### src/rtl/strela_pkg.sv
// Shared types and constants for the STRELA input stream node.
package strela_pkg;

  localparam int WORD_BYTES = 4;
  localparam int WORD_SHIFT = $clog2(WORD_BYTES);

  typedef enum logic [1:0] {
    ST_IDLE  = 2'd0,
    ST_RUN   = 2'd1,
    ST_DRAIN = 2'd2
  } node_state_e;

  typedef struct packed {
    logic        req;
    logic [31:0] addr;
  } obi_req_t;

  typedef struct packed {
    logic        gnt;
    logic        rvalid;
    logic [31:0] rdata;
  } obi_rsp_t;

  // Byte address of the next strided word; wraps silently modulo 2^32.
  function automatic logic [31:0] next_word_addr(logic [31:0] addr, logic [15:0] stride);
    return addr + {16'h0000, stride};
  endfunction

endpackage

### src/rtl/strela_sync_fifo.sv
// Small synchronous FIFO with combinational head; depth must be a power of two.
module strela_sync_fifo #(
  parameter int WIDTH = 32,
  parameter int DEPTH = 4
) (
  input  logic                     clk_i,
  input  logic                     rst_i,
  input  logic                     push_i,
  input  logic [WIDTH-1:0]         data_i,
  input  logic                     pop_i,
  output logic [WIDTH-1:0]         data_o,
  output logic                     full_o,
  output logic                     empty_o,
  output logic [$clog2(DEPTH):0]   count_o
);

  localparam int AW = $clog2(DEPTH);
  localparam int CW = AW + 1;
  localparam logic [CW-1:0] DEPTH_C = CW'(DEPTH);

  logic [WIDTH-1:0] mem_q [DEPTH];
  logic [AW-1:0]    wr_ptr_q, wr_ptr_d;
  logic [AW-1:0]    rd_ptr_q, rd_ptr_d;
  logic [CW-1:0]    count_q, count_d;
  logic             do_push, do_pop;

  assign full_o  = (count_q == DEPTH_C);
  assign empty_o = (count_q == '0);
  assign count_o = count_q;
  assign data_o  = mem_q[rd_ptr_q];

  // A push into a full FIFO is only honoured when a pop frees the slot that cycle.
  always_comb begin
    do_push  = push_i & (~full_o | pop_i);
    do_pop   = pop_i & ~empty_o;
    wr_ptr_d = wr_ptr_q;
    rd_ptr_d = rd_ptr_q;
    count_d  = count_q;
    if (do_push) wr_ptr_d = wr_ptr_q + AW'(1);
    if (do_pop)  rd_ptr_d = rd_ptr_q + AW'(1);
    count_d = count_q + CW'(do_push) - CW'(do_pop);
  end

  always_ff @(posedge clk_i) begin
    if (rst_i) begin
      wr_ptr_q <= '0;
      rd_ptr_q <= '0;
      count_q  <= '0;
    end else begin
      wr_ptr_q <= wr_ptr_d;
      rd_ptr_q <= rd_ptr_d;
      count_q  <= count_d;
    end
  end

  always_ff @(posedge clk_i) begin
    if (do_push) mem_q[wr_ptr_q] <= data_i;
  end

endmodule

### src/rtl/strela_input_stream_node.sv
// STRELA CGRA input memory node: strided OBI reads buffered into a stream port.
//   state    | meaning
//   ST_IDLE  | waiting for start_i
//   ST_RUN   | issuing read requests
//   ST_DRAIN | all requests granted; waiting for responses and FIFO to empty
module strela_input_stream_node
  import strela_pkg::*;
#(
  parameter int DATA_WIDTH = 32,
  parameter int FIFO_DEPTH = 4
) (
  input  logic                  clk_i,
  input  logic                  rst_i,
  input  logic                  start_i,
  input  logic [31:0]           base_addr_i,
  input  logic [15:0]           size_i,
  input  logic [15:0]           stride_i,
  output logic                  mem_req_o,
  output logic [31:0]           mem_addr_o,
  input  logic                  mem_gnt_i,
  input  logic                  mem_rvalid_i,
  input  logic [DATA_WIDTH-1:0] mem_rdata_i,
  output logic [DATA_WIDTH-1:0] data_o,
  output logic                  valid_o,
  input  logic                  ready_i,
  output logic                  busy_o,
  output logic                  done_o,
  output logic                  stall_o
);

  localparam int CW = $clog2(FIFO_DEPTH) + 1;
  localparam logic [CW-1:0] DEPTH_C = CW'(FIFO_DEPTH);

  node_state_e state_q, state_d;
  logic [31:0] addr_q, addr_d;
  logic [15:0] stride_q, stride_d;
  logic [15:0] words_q, words_d;
  logic [15:0] issued_q, issued_d;
  logic [15:0] delivered_q, delivered_d;
  logic [CW-1:0] outst_q, outst_d;
  logic done_q, done_d;

  logic [CW-1:0]         fifo_count;
  logic                  fifo_empty, fifo_full;
  logic [DATA_WIDTH-1:0] fifo_head;
  obi_req_t              req;
  logic                  gnt_acc, push, pop;
  logic [15:0]           start_words;

  // Outstanding reads plus buffered words never exceed the FIFO depth.
  always_comb begin
    req.req     = (state_q == ST_RUN) && ((outst_q + fifo_count) < DEPTH_C) && !fifo_full;
    req.addr    = addr_q;
    gnt_acc     = req.req & mem_gnt_i;
    push        = mem_rvalid_i & (outst_q != '0);
    pop         = ~fifo_empty & ready_i;
    start_words = size_i >> WORD_SHIFT;
  end

  always_comb begin
    state_d     = state_q;
    addr_d      = addr_q;
    stride_d    = stride_q;
    words_d     = words_q;
    issued_d    = issued_q;
    delivered_d = delivered_q + 16'(pop);
    outst_d     = outst_q + CW'(gnt_acc) - CW'(push);
    done_d      = done_q;

    case (state_q)
      ST_IDLE: begin
        if (start_i) begin
          addr_d      = base_addr_i;
          stride_d    = stride_i;
          words_d     = start_words;
          issued_d    = '0;
          delivered_d = '0;
          done_d      = 1'b0;
          state_d     = (start_words == '0) ? ST_DRAIN : ST_RUN;
        end
      end
      ST_RUN: begin
        if (gnt_acc) begin
          issued_d = issued_q + 16'd1;
          addr_d   = next_word_addr(addr_q, stride_q);
          if (issued_q + 16'd1 == words_q) state_d = ST_DRAIN;
        end
      end
      ST_DRAIN: begin
        // Include this cycle's pop so done lands one cycle after the last pop.
        if (delivered_d == words_q) begin
          state_d = ST_IDLE;
          done_d  = 1'b1;
        end
      end
      default: state_d = ST_IDLE;
    endcase
  end

  always_ff @(posedge clk_i) begin
    if (rst_i) begin
      state_q     <= ST_IDLE;
      addr_q      <= '0;
      stride_q    <= '0;
      words_q     <= '0;
      issued_q    <= '0;
      delivered_q <= '0;
      outst_q     <= '0;
      done_q      <= 1'b0;
    end else begin
      state_q     <= state_d;
      addr_q      <= addr_d;
      stride_q    <= stride_d;
      words_q     <= words_d;
      issued_q    <= issued_d;
      delivered_q <= delivered_d;
      outst_q     <= outst_d;
      done_q      <= done_d;
    end
  end

  strela_sync_fifo #(
    .WIDTH (DATA_WIDTH),
    .DEPTH (FIFO_DEPTH)
  ) u_fifo (
    .clk_i   (clk_i),
    .rst_i   (rst_i),
    .push_i  (push),
    .data_i  (mem_rdata_i),
    .pop_i   (pop),
    .data_o  (fifo_head),
    .full_o  (fifo_full),
    .empty_o (fifo_empty),
    .count_o (fifo_count)
  );

  assign mem_req_o  = req.req;
  assign mem_addr_o = req.addr;
  assign valid_o    = ~fifo_empty;
  assign data_o     = fifo_empty ? '0 : fifo_head;
  assign busy_o     = (state_q != ST_IDLE);
  assign done_o     = done_q;
  assign stall_o    = busy_o & (fifo_empty | ~ready_i);

endmodule

### config.mk
export PLATFORM = sky130hd
export DESIGN_NAME = strela_input_stream_node
export DESIGN_NICKNAME = d
export VERILOG_FILES = /design/src/rtl/strela_pkg.sv /design/src/rtl/strela_sync_fifo.sv /design/src/rtl/strela_input_stream_node.sv
export SDC_FILE = /design/constraint.sdc
export NUM_CORES = 1
export LEC_CHECK = 0
export CAP_MARGIN = 10
export CORE_UTILIZATION = 30
export DETAILED_ROUTE_END_ITERATION = 6
export HOLD_SLACK_MARGIN = 0.12
export PLACE_DENSITY = 0.54
export SLEW_MARGIN = 20
export SYNTH_ARGS = -nofsm -noshare
export SYNTH_HDL_FRONTEND = slang
export SYNTH_SLANG_ARGS = --single-unit
### constraint.sdc
create_clock -name clk_i -period 4.2 [get_ports clk_i]
set_input_delay 0.42 -clock clk_i [delete_from_list [all_inputs] [get_ports clk_i]]
set_output_delay 0.42 -clock clk_i [all_outputs]
set_load 0.01 [all_outputs]
==> metrics.md, run 1 <==
| Metric | Value |
|---|---|
| Max cap viols | 0 |
| Routability Congestion | 0.784 |
| Leak Pwr | about 0.0050 uW |
| Pwr Total | 7440 uW |
| Fin cells | 1,722 |
| First-pass iteration count of the detailed router | 4 |
| Share of cells above drive strength 1 | 9.66% |
| CTS H-tree depth | 1 |
| Final Hold Viols | 0 |
| Worst-path cell chain | ha_1, a31oi_1, xnor2_1, mux2_2, inv_1, nand2_1, buf_4, nor2_1, a311oi_1 |
| Starting DRT DRC Count | 518 |
| Root buf cell | clkbuf_16 |
| Die Area | 39,100 um^2 |
| First-pass GRT wire length | 46.3 mm |
| Drt total wl | approximately 30 mm |
| Main synth FF type | edfxtp_1 |
| Synthesized instance count | 1,037 |
| Diodes inserted | 0 |
| Skew final | 15.5 ps |
| Placed cells | 1,672 |
| FP Rows | 71 |
| Final Util | 38.7% |
| CP max stage delay | ~650 ps |
| IO buf count | 168 |
| Area contributors post-synth | edfxtp_1 (33%), dfxtp_1 (19%), mux4_2 (6.3%), nand2_1 (3.8%), xnor2_1 (3.3%) |
| Largest net degree at the start of global routing | 71 |
| Fmax | 310 MHz |
| Max Slew Vio Count | 0 |
| DRC violations left | 0 |
| Post-Syn Area | approximately 12,000 um^2 |
| Syn. warnings | 0 |
| Vias in the first global route | 8,399 |
| TritonCTS clock tree | yes |
| Least-Margin Pin Slew | 841 ps |
| Synth area leader | edfxtp_1 |
| Starting Density | between 30% and 40% |
| # IOs | 171 |
| Register bit count reported by yosys | ~240 |
| Final net count | 1,324 |
| Setup TNS | 0 ps |
| GR Util met1 | 19.1% |
| Clock-pin slew on the worst setup and hold paths | approximately 60 ps |
| Pwr per Cell Area | 511 nW/um^2 |
| Post-DR wirelength/cell | 17.1 um |
| Die H | 198 um |
| Crit end category | register |
| Final ANT Viol Nets | 0 |
| Most common cell after layout, fill and taps aside | clkdlybuf4s50_1 |
| Met3 Resource Use GR | between 3 and 4% |
| Core Region | about 38,000 um^2 |
| Placed Area | 13,700 um^2 |
| Clock Path Buffers | 3 |
| Critical Path AT | around 3700 ps |
| Final setup viols | 0 |
| Initial antenna violation count | 1 |
| Synth async-reset ratio | 0% |
| Die W | roughly 200 um |
| Post-CTS Resized | 0 |
| Max VDD drop | 329 uV |
| Reg2Reg Setup Slack | 970 ps |
| Share of the synthesized area in the top cell type | 33.4% |
| Via count | around 8,400 |
| Grt total ovfl | 0 |
| Average footprint of a synthesized cell | 11.1 um^2 |
| Commonest cells after routing, fill and taps aside | clkdlybuf4s50_1 (167), edfxtp_1 (128), nand2_1 (114), dfxtp_1 (108), nor2_1 (92) |
| Synth cell types | 82 |
| Total GRT Usage | around 15% |
| EDFF count, synth | 128 |
| Num CTS Buffers | 28 |
| Post-DP HPWL | 19.6 mm |
| Worst Path Required | 4650 ps |
| Syn Nets | 1,170 |
| Critical path class | reg -> reg |
| Sequential fraction of the synthesis area | 52.4% |
| Sink Count | 237 |
| Worst Hold Class | in -> reg |
| Tcrit/Tclk final | 76.8% |
| GR Util met2 | between 20% and 30% |
| Fill count | 3,762 |
| Relative slew slack | 43.8% |
| Setup bufs post-CTS | 0 |
| CP max-delay cell | nand2_1 |
| Cell area after layout | 14,600 um^2 |
| Critical Path Source Type | register |
| Cts hold-fix bufs | 0 |
| GRT busiest layer | met2 |
| Family with the most delay on the worst path | simple AND/OR/NAND/NOR gates |
| CP Max Fanout | 22 |
| WP buf/inv | 2 |
| Routed vias/inst | 4.89 |
| Status | completed |
| RSZ-0062 raised after global routing | false |
| Post-layout minimum cycle time | 3230 ps |
| Syn-to-layout area delta | 26.5% |
| Worst skew pair latency | 550 ps |
## sequential cells by signal, summed over array words and instances, names as in the netlist, named ones only
register / count
mem_addr_o: 32
words_q: 14
u_fifo.wr_ptr_q: 2
u_fifo.rd_ptr_q: 2
issued_q: 16
u_fifo.mem_q: 128
outst_q: 3
stride_q: 16
done_o: 1
delivered_q: 16
u_fifo.count_o: 3
state_q: 2
## power breakdown
part / switching, uW / internal, uW
combinational: 1070 / 1150
sequential: 195 / 2740
clock: 955 / 1330
total: 2220 / 5220
## kinds of logic (layout without fill, tap and decap cells)
family / count (synthesis) / after routing / share of synthesized area (%)
AOI/OAI and AO/OA: 183 / 183 / 10.9
xor gates and xnor gates: 67 / 67 / 5.48
adders and majority gates: 31 / 31 / 3.57
buffers and inverters: 87 / 261 / 3.27
DFF: 237 / 237 / 52.4
muxes: 38 / 38 / 6.81
and+or+nand+nor: 394 / 394 / 17.6
## cells in the mapped netlist, types with 4 or more instances
cell type,n
edfxtp_1,128
nand2_1,115
dfxtp_1,109
nor2_1,93
a21oi_1,59
xnor2_1,43
and2_1,39
clkbuf_1,33
mux4_2,32
ha_1,28
nor3_1,28
inv_1,27
o21ai_0,26
nand3_1,24
xor2_1,21
nor4_1,15
a311oi_1,14
and3_1,14
a211oi_1,12
buf_1,11
buf_2,11
nand4_1,10
a31oi_1,9
nand3b_1,8
nor2b_1,8
a21o_1,7
o31a_1,7
or3_1,7
and4_1,6
o21a_1,5
o21bai_1,5
a2111oi_0,4
mux2i_1,4
or2_2,4
## through the flow
stage	hold WS [ps]	setup WS, ps
2_1_floorplan	440	1190
3_3_place_gp	453	792
3_5_place_dp	453	758
4_1_cts	310	938
5_1_grt	323	669
6_report	326	974
## worst paths after layout
check / startpoint / endpoint / cells past startpoint
worst min-delay path: rst_i / stride_q[3] / 2
worst max-delay path: u_fifo.count_o[1] / mem_addr_o[6] / 9
worst max register to register: u_fifo.count_o[1] / mem_addr_o[6] / 9
worst min register to register: stride_q[12] / stride_q[12] / 2
## final cells by class
class	instances	area, um^2	area share (%)
Sequential cell	237	6030	41.4
Multi-Input combinational cell	713	5110	35.1
Timing Repair Buffer	184	1810	12.4
Clock buffer	34	753	5.17
Tap cell	511	639	4.39
Clock inverter	16	116	0.799
Inverter	27	101	0.696
## metal layers
metal / up-vias / wire (um)
met5: - / 12
met4: 2 / 568
met3: 40 / 1830
met2: 207 / 14000
met1: 4057 / 13100
li1: 4115 / -
No activity file was read; power rests on OpenSTA's default activity.
==> inputs of run 2 (changes only) <==
==> constraint.sdc (replaced) <==
create_clock -name clk_i -period 3 [get_ports clk_i]
set_input_delay 0.3 -clock clk_i [delete_from_list [all_inputs] [get_ports clk_i]]
set_output_delay 0.3 -clock clk_i [all_outputs]
set_load 0.01 [all_outputs]
==> run 2 against run 1 <==
  * First-iteration DRC count shrank 12%
  * Utilization grew 1.0 points
  * Critical path depth grew 3
  * Maximum frequency grew 15%
  * Sequential share of layout area shrank 1.1 points
  * Clock-buffer cell count grew 5
  * Power grew 44%
  * Hold slack lost 22 ps
  * Worst setup slack lost 780 ps
  * Wire length grew 2.1%
  * Via count grew 1.6%
  * Global-route usage grew 0.36 points
  * Largest power group unchanged
==> metrics.md, run 2 (synthesis results as in run 1) <==
| Metric | Value |
|---|---|
| Status | completed (unchanged) |
| Cts hold-fix bufs | 0 (unchanged) |
| First-pass GRT wire length | 47.9 mm (was 46.3 mm) |
| GR Util met1 | 20.3% (was 19.1%) |
| DRC violations left | 0 (unchanged) |
| Core Region | 37,700 um^2 (unchanged) |
| Final ANT Viol Nets | 0 (unchanged) |
| Clock Path Buffers | 3 (unchanged) |
| Pwr per Cell Area | 717 nW/um^2 (was 511 nW/um^2) |
| Final setup viols | 0 (unchanged) |
| CTS H-tree depth | 1 (unchanged) |
| Critical path class | reg -> reg (unchanged) |
| FP Rows | 71 (unchanged) |
| Total GRT Usage | 15.4% (was 15.0%) |
| Fill count | 3,743 (was 3,762) |
| Max Slew Vio Count | 0 (unchanged) |
| Clock-pin slew on the worst setup and hold paths | 60 ps (about the same) |
| Switch share | 29.4% (was 29.9%) |
| Routability Congestion | 0.788 (was 0.784) |
| Final net count | 1,351 (was 1,324) |
| Clock network power share | 31.5% (was 30.7%) |
| Sink Count | 237 (unchanged) |
| Leak Pwr | 0.00519 uW (was 0.00499 uW) |
| Initial antenna violation count | 1 (unchanged) |
| Syn-to-layout area delta | 29.9% (was 26.5%) |
| Die Area | 39,100 um^2 (unchanged) |
| Tcrit/Tclk final | 93.5% (was 76.8%) |
| P_sw | 3140 uW (was 2220 uW) |
| Share of power burned in registers | 37.7% (was 39.4%) |
| Final Hold Viols | 0 (unchanged) |
| Fmax | 357 MHz (was 310 MHz) |
| GRT busiest layer | met2 (unchanged) |
| Internal Power | 7560 uW (was 5220 uW) |
| Drt total wl | 30.1 mm (was 29.5 mm) |
| GR Util met2 | 25.7% (about the same) |
| Worst Path Required | 3430 ps (was 4650 ps) |
| Post-DP HPWL | 20.5 mm (was 19.6 mm) |
| IO buf count | 168 (unchanged) |
| Worst Hold Class | in -> reg (unchanged) |
| Grt total ovfl | 0 (unchanged) |
| Max VDD drop | 494 uV (was 329 uV) |
| Post-DR wirelength/cell | 17.2 um (was 17.1 um) |
| Relative slew slack | 39.1% (was 43.8%) |
| TritonCTS clock tree | yes (unchanged) |
| First-pass iteration count of the detailed router | 4 (unchanged) |
| Least-Margin Pin Slew | 911 ps (was 841 ps) |
| Die W | 198 um (unchanged) |
| Share of cells above drive strength 1 | 12.5% (was 9.66%) |
| # IOs | 171 (unchanged) |
| Vias in the first global route | 8,761 (was 8,399) |
| Largest net degree at the start of global routing | 90 (was 71) |
| CP Max Fanout | 4 (was 22) |
| Skew final | 15.8 ps (was 15.5 ps) |
| Worst skew pair latency | 550 ps (about the same) |
| Fin cells | 1,749 (was 1,722) |
| Root buf cell | clkbuf_16 (unchanged) |
| Commonest cells after routing, fill and taps aside | clkdlybuf4s50_1 (165), edfxtp_1 (128), nand2_1 (113), dfxtp_1 (108), nor2_1 (91) (was clkdlybuf4s50_1 (167), edfxtp_1 (128), nand2_1 (114), dfxtp_1 (108), nor2_1 (92)) |
| Crit end category | register (unchanged) |
| RSZ-0062 raised after global routing | true (was false) |
| Starting DRT DRC Count | 458 (was 518) |
| Max reg flops | 128 (unchanged) |
| Met3 Resource Use GR | 3.10% (was 3.47%) |
| Critical Path AT | 3240 ps (was 3680 ps) |
| Routed vias/inst | 4.89 (about the same) |
| Comb pwr share | 30.8% (was 29.9%) |
| Max cap viols | 0 (unchanged) |
| Critical Path Source Type | register (unchanged) |
| Post-layout minimum cycle time | 2800 ps (was 3230 ps) |
| Via count | 8,556 (was 8,421) |
| Die H | 198 um (unchanged) |
| Starting Density | 30.6% (unchanged) |
| Most common cell after layout, fill and taps aside | clkdlybuf4s50_1 (unchanged) |
| Num CTS Buffers | 28 (unchanged) |
| Fin Hold WS | 304 ps (was 326 ps) |
| Placed cells | 1,697 (was 1,672) |
| Top reg by flops | u_fifo.mem_q (unchanged) |
run 2: cell count changes in the layout (fill, tap and decap cells not counted), sizes merged, moves of 2 or more:
cell and change:
buf +27, clkinv -7, clkbuf +5, clkdlybuf4s50 -2
diode +2
run 2: through the flow:
stage / utilization [%] / TNS [ps] / total power (uW) / worst slack (ps) / cell area, um^2
final: 39.7 / 0 / 10700 / 196 / 14900
after global routing: 39.7 / -14.3 / 11300 / -14.3 / 14900
after global placement: 37.0 / -40.3 / 7410 / -31.4 / 14000
after CTS: 39.5 / 0 / 10900 / 4.02 / 14900
after floorplan: - / 0 / 5950 / 91.1 / 11500
after detailed placement: 37.0 / -85.9 / 7460 / -46.0 / 14000
run 2: area by class of cell:
| type | count | area (um^2) | share of cell area [%] |
|---|---|---|---|
| sequential | 237 | 6030 | 40.3 |
| multi-input combinational | 713 | 5160 | 34.5 |
| timing repair buffer | 211 | 2090 | 14.0 |
| clock buffer | 39 | 802 | 5.37 |
| tap | 511 | 639 | 4.28 |
| clock inverter | 9 | 126 | 0.846 |
| inverter | 27 | 101 | 0.678 |
| antenna | 2 | 5.00 | 0.0335 |
run 2: final timing paths:
| check | start | end | slack, ps | cells past startpoint |
|---|---|---|---|---|
| max reg2reg | u_fifo.count_o[2] | state_q[1] | 200 | 12 |
| min reg2reg | stride_q[4] | stride_q[4] | 460 | 2 |
| min | stride_i[7] | stride_q[7] | 300 | 3 |
| max | u_fifo.count_o[2] | state_q[1] | 200 | 12 |
run 2: power groups by stage:
stage          combinational, uW  clock, uW  sequential [uW]
6_report                    3300       3370             4040
4_1_cts                     3360       3480             4040
5_1_grt                     3630       3590             4080
2_1_floorplan               1860          0             4090
3_5_place_dp                3350          0             4110
3_3_place_gp                3310          0             4100
run 2: per-layer routing:
metal | share of wire [%] | vias to the layer above
met1 | 46 | 4125
met5 | 0 | -
met3 | 6.3 | 38
met2 | 46 | 223
li1 | - | 4170
met4 | 2.0 | 0
run 2: critical path: stages (launching register included):
cell	delay, ps
dfxtp_1	310
or3_1	370
and2_1	170
ha_2	190
ha_4	180
buf_4	130
and3_1	210
nand2_2	90
xnor2_1	140
mux2i_1	320
nor4b_4	100
a211o_1	270
a31o_1	190
run 2: what timing repair did:
| action | in CTS | in global routing |
|---|---|---|
| endpoints found under the setup margin | 1 | 10 |
| buffers inserted | 0 | 2 |
| resized for setup | 1 | 10 |
| pin swaps | 0 | 2 |
| hold endpoints to repair | 0 | 0 |
==> inputs of run 3 (changes only) <==
--- a/config.mk
+++ b/config.mk
@@ -6,10 +6,10 @@
 export NUM_CORES = 1
 export LEC_CHECK = 0
 export CAP_MARGIN = 10
-export CORE_UTILIZATION = 30
+export CORE_UTILIZATION = 35
 export DETAILED_ROUTE_END_ITERATION = 6
 export HOLD_SLACK_MARGIN = 0.12
-export PLACE_DENSITY = 0.54
+export PLACE_DENSITY = 0.61
 export SLEW_MARGIN = 20
 export SYNTH_ARGS = -nofsm -noshare
 export SYNTH_HDL_FRONTEND = slang
==> run 3 against run 2 <==
  * Clock skew is 0.85 ps lower
  * Utilization up 5.6 points
  * Hold slack worse by 91 ps
  * Largest cell class unchanged
  * Largest power group unchanged
==> metrics.md, run 3 (synthesis results as in run 1) <==
| Metric | Value |
|---|---|
| Critical Path Source Type | register (unchanged) |
| Critical Path AT | 3250 ps (was 3240 ps) |
| Clock network power share | 29.5% (was 31.5%) |
| TritonCTS clock tree | yes (unchanged) |
| Post-DP HPWL | 19.8 mm (was 20.5 mm) |
| Final ANT Viol Nets | 0 (unchanged) |
| DRC violations left | 0 (unchanged) |
| Relative slew slack | 50.8% (was 39.1%) |
| IO buf count | 168 (unchanged) |
| CP Max Fanout | 4 (unchanged) |
| R2r endpoint | state_q[1] (unchanged) |
| Met3 Resource Use GR | 3.44% (was 3.10%) |
| Largest net degree at the start of global routing | 43 (was 90) |
| Tcrit/Tclk final | 93.8% (was 93.5%) |
| Fin cells | 1,677 (was 1,749) |
| R2R Path Start | u_fifo.count_o[2] (unchanged) |
| Drt total wl | 28.9 mm (was 30.1 mm) |
| Diodes inserted | 0 (was 2) |
| Die H | 183 um (was 198 um) |
| Worst skew pair latency | 550 ps (about the same) |
| Reg2Reg Setup Slack | 190 ps (was 200 ps) |
| Post-layout minimum cycle time | 2810 ps (was 2800 ps) |
| Total GRT Usage | 17.3% (was 15.4%) |
| Num CTS Buffers | 27 (was 28) |
| Grt total ovfl | 0 (unchanged) |
| Core Region | 32,500 um^2 (was 37,700 um^2) |
| Starting Density | 35.5% (was 30.6%) |
| Clock Path Buffers | 3 (unchanged) |
| RSZ-0062 raised after global routing | false (was true) |
| CTS H-tree depth | 1 (unchanged) |
| Final Hold Viols | 0 (unchanged) |
| Routed vias/inst | 5.13 (was 4.89) |
| Most common cell after layout, fill and taps aside | clkdlybuf4s50_1 (unchanged) |
| Die Area | 33,600 um^2 (was 39,100 um^2) |
| Share of cells above drive strength 1 | 12.1% (was 12.5%) |
| Clock-pin slew on the worst setup and hold paths | 60 ps (about the same) |
| Hold path start | rst_i (was stride_i[7]) |
| Least-Margin Pin Slew | 737 ps (was 911 ps) |
| Commonest cells after routing, fill and taps aside | clkdlybuf4s50_1 (166), edfxtp_1 (128), nand2_1 (113), dfxtp_1 (108), nor2_1 (92) (was clkdlybuf4s50_1 (165), edfxtp_1 (128), nand2_1 (113), dfxtp_1 (108), nor2_1 (91)) |
| GRT busiest layer | met2 (unchanged) |
| Comb pwr share | 31.5% (was 30.8%) |
| Pwr per Cell Area | 704 nW/um^2 (was 717 nW/um^2) |
| GR Util met1 | 22.0% (was 20.3%) |
| Status | completed (unchanged) |
| Top reg by flops | u_fifo.mem_q (unchanged) |
| Max reg flops | 128 (unchanged) |
| Worst reg2reg path depth | 12 (unchanged) |
| Worst hold path stage count | 2 (was 3) |
| Syn-to-layout area delta | 27.7% (was 29.9%) |
| Fmax | 355 MHz (was 357 MHz) |
| Starting DRT DRC Count | 456 (was 458) |
| Die W | 183 um (was 198 um) |
| Share of power burned in registers | 39.0% (was 37.7%) |
| Final setup viols | 0 (unchanged) |
| Via count | 8,602 (was 8,556) |
| Routability Congestion | 0.841 (was 0.788) |
| Final net count | 1,348 (was 1,351) |
| Sink Count | 237 (unchanged) |
| Placed cells | 1,626 (was 1,697) |
| First-pass GRT wire length | 46.3 mm (was 47.9 mm) |
| Max Slew Vio Count | 0 (unchanged) |
| Initial antenna violation count | 1 (unchanged) |
| GR Util met2 | 29.7% (was 25.7%) |
| Switch share | 30.1% (was 29.4%) |
| First-pass iteration count of the detailed router | 5 (was 4) |
| Max VDD drop | 440 uV (was 494 uV) |
| Worst Hold Class | in -> reg (unchanged) |
| # IOs | 171 (unchanged) |
| Root buf cell | clkbuf_16 (unchanged) |
| Post-DR wirelength/cell | 17.2 um (about the same) |
| Final Util | 45.3% (was 39.7%) |
| Skew final | 15.0 ps (was 15.8 ps) |
| Leak Pwr | 0.00511 uW (was 0.00519 uW) |
| Max cap viols | 0 (unchanged) |
| Critical path class | reg -> reg (unchanged) |
| Hold EP | stride_q[1] (was stride_q[7]) |
| P_sw | 3110 uW (was 3140 uW) |
| Crit end category | register (unchanged) |
| FP Rows | 66 (was 71) |
| Worst Path Required | 3440 ps (was 3430 ps) |
| Vias in the first global route | 8,712 (was 8,761) |
| Cts hold-fix bufs | 0 (unchanged) |
| Internal Power | 7230 uW (was 7560 uW) |
-- run 3: how the worst max path moves through the flow --
stage	from	end	slack (ps)	cells past startpoint
after global placement	ready_i	state_q[1]	-4	11
after detailed placement	ready_i	state_q[0]	-40	11
final	u_fifo.count_o[2]	state_q[1]	190	12
after CTS	u_fifo.count_o[2]	state_q[1]	3	12
after floorplan	u_fifo.count_o[2]	state_q[1]	90	12
after global routing	mem_addr_o[0]	mem_addr_o[18]	20	10
-- run 3: final cells by class --
type	instances	area, um^2
sequential	237	6030
inverter	27	101
tap	442	553
clock inverter	16	108
clock buffer	33	718
fill	3060	17800
multi-input combinational	713	5150
timing repair buffer	209	2050
-- run 3: power groups by stage --
stage,sequential (uW),combinational [uW],clock [uW]
after floorplan,4090,1860,0
after global placement,4090,3290,0
after detailed placement,4110,3310,0
after CTS,4040,3320,3130
after global routing,4080,3590,3250
final,4040,3260,3050
-- run 3: timing repair --
| action | CTS | global route |
|---|---|---|
| setup endpoints to repair | 1 | 8 |
| setup buffers | 0 | 2 |
| pin swaps | 0 | 3 |
| resized for setup | 1 | 8 |
-- run 3: metal layers --
metal | part of all wire, % | routed length, um
met4 | 2.7 | 781
met2 | 47 | 13700
met1 | 44 | 12600
met3 | 6.1 | 1760
met5 | 0.045 | 13
-- run 3: per-stage QoR --
stage	total power [uW]	hold slack (ps)	worst slack [ps]	setup TNS (ps)	instance area, um^2
5_1_grt	10900	226	20.9	0	14700
3_3_place_gp	7380	449	-4.31	-4.31	13800
3_5_place_dp	7410	455	-41.3	-61.0	13800
2_1_floorplan	5950	399	91.1	0	11500
4_1_cts	10500	177	3.38	0	14700
6_report	10300	212	185	0	14700
-- run 3: critical path, cell delays in order (launching register included) --
cell and delay (ps):
dfxtp_1 310, or3_1 380, and2_1 180, ha_1 200, ha_2 210, buf_4 140
and3_1 200, nand2_2 80, xnor2_1 140, mux2i_1 300, nor4b_4 100, a211o_1 280
a31o_1 200
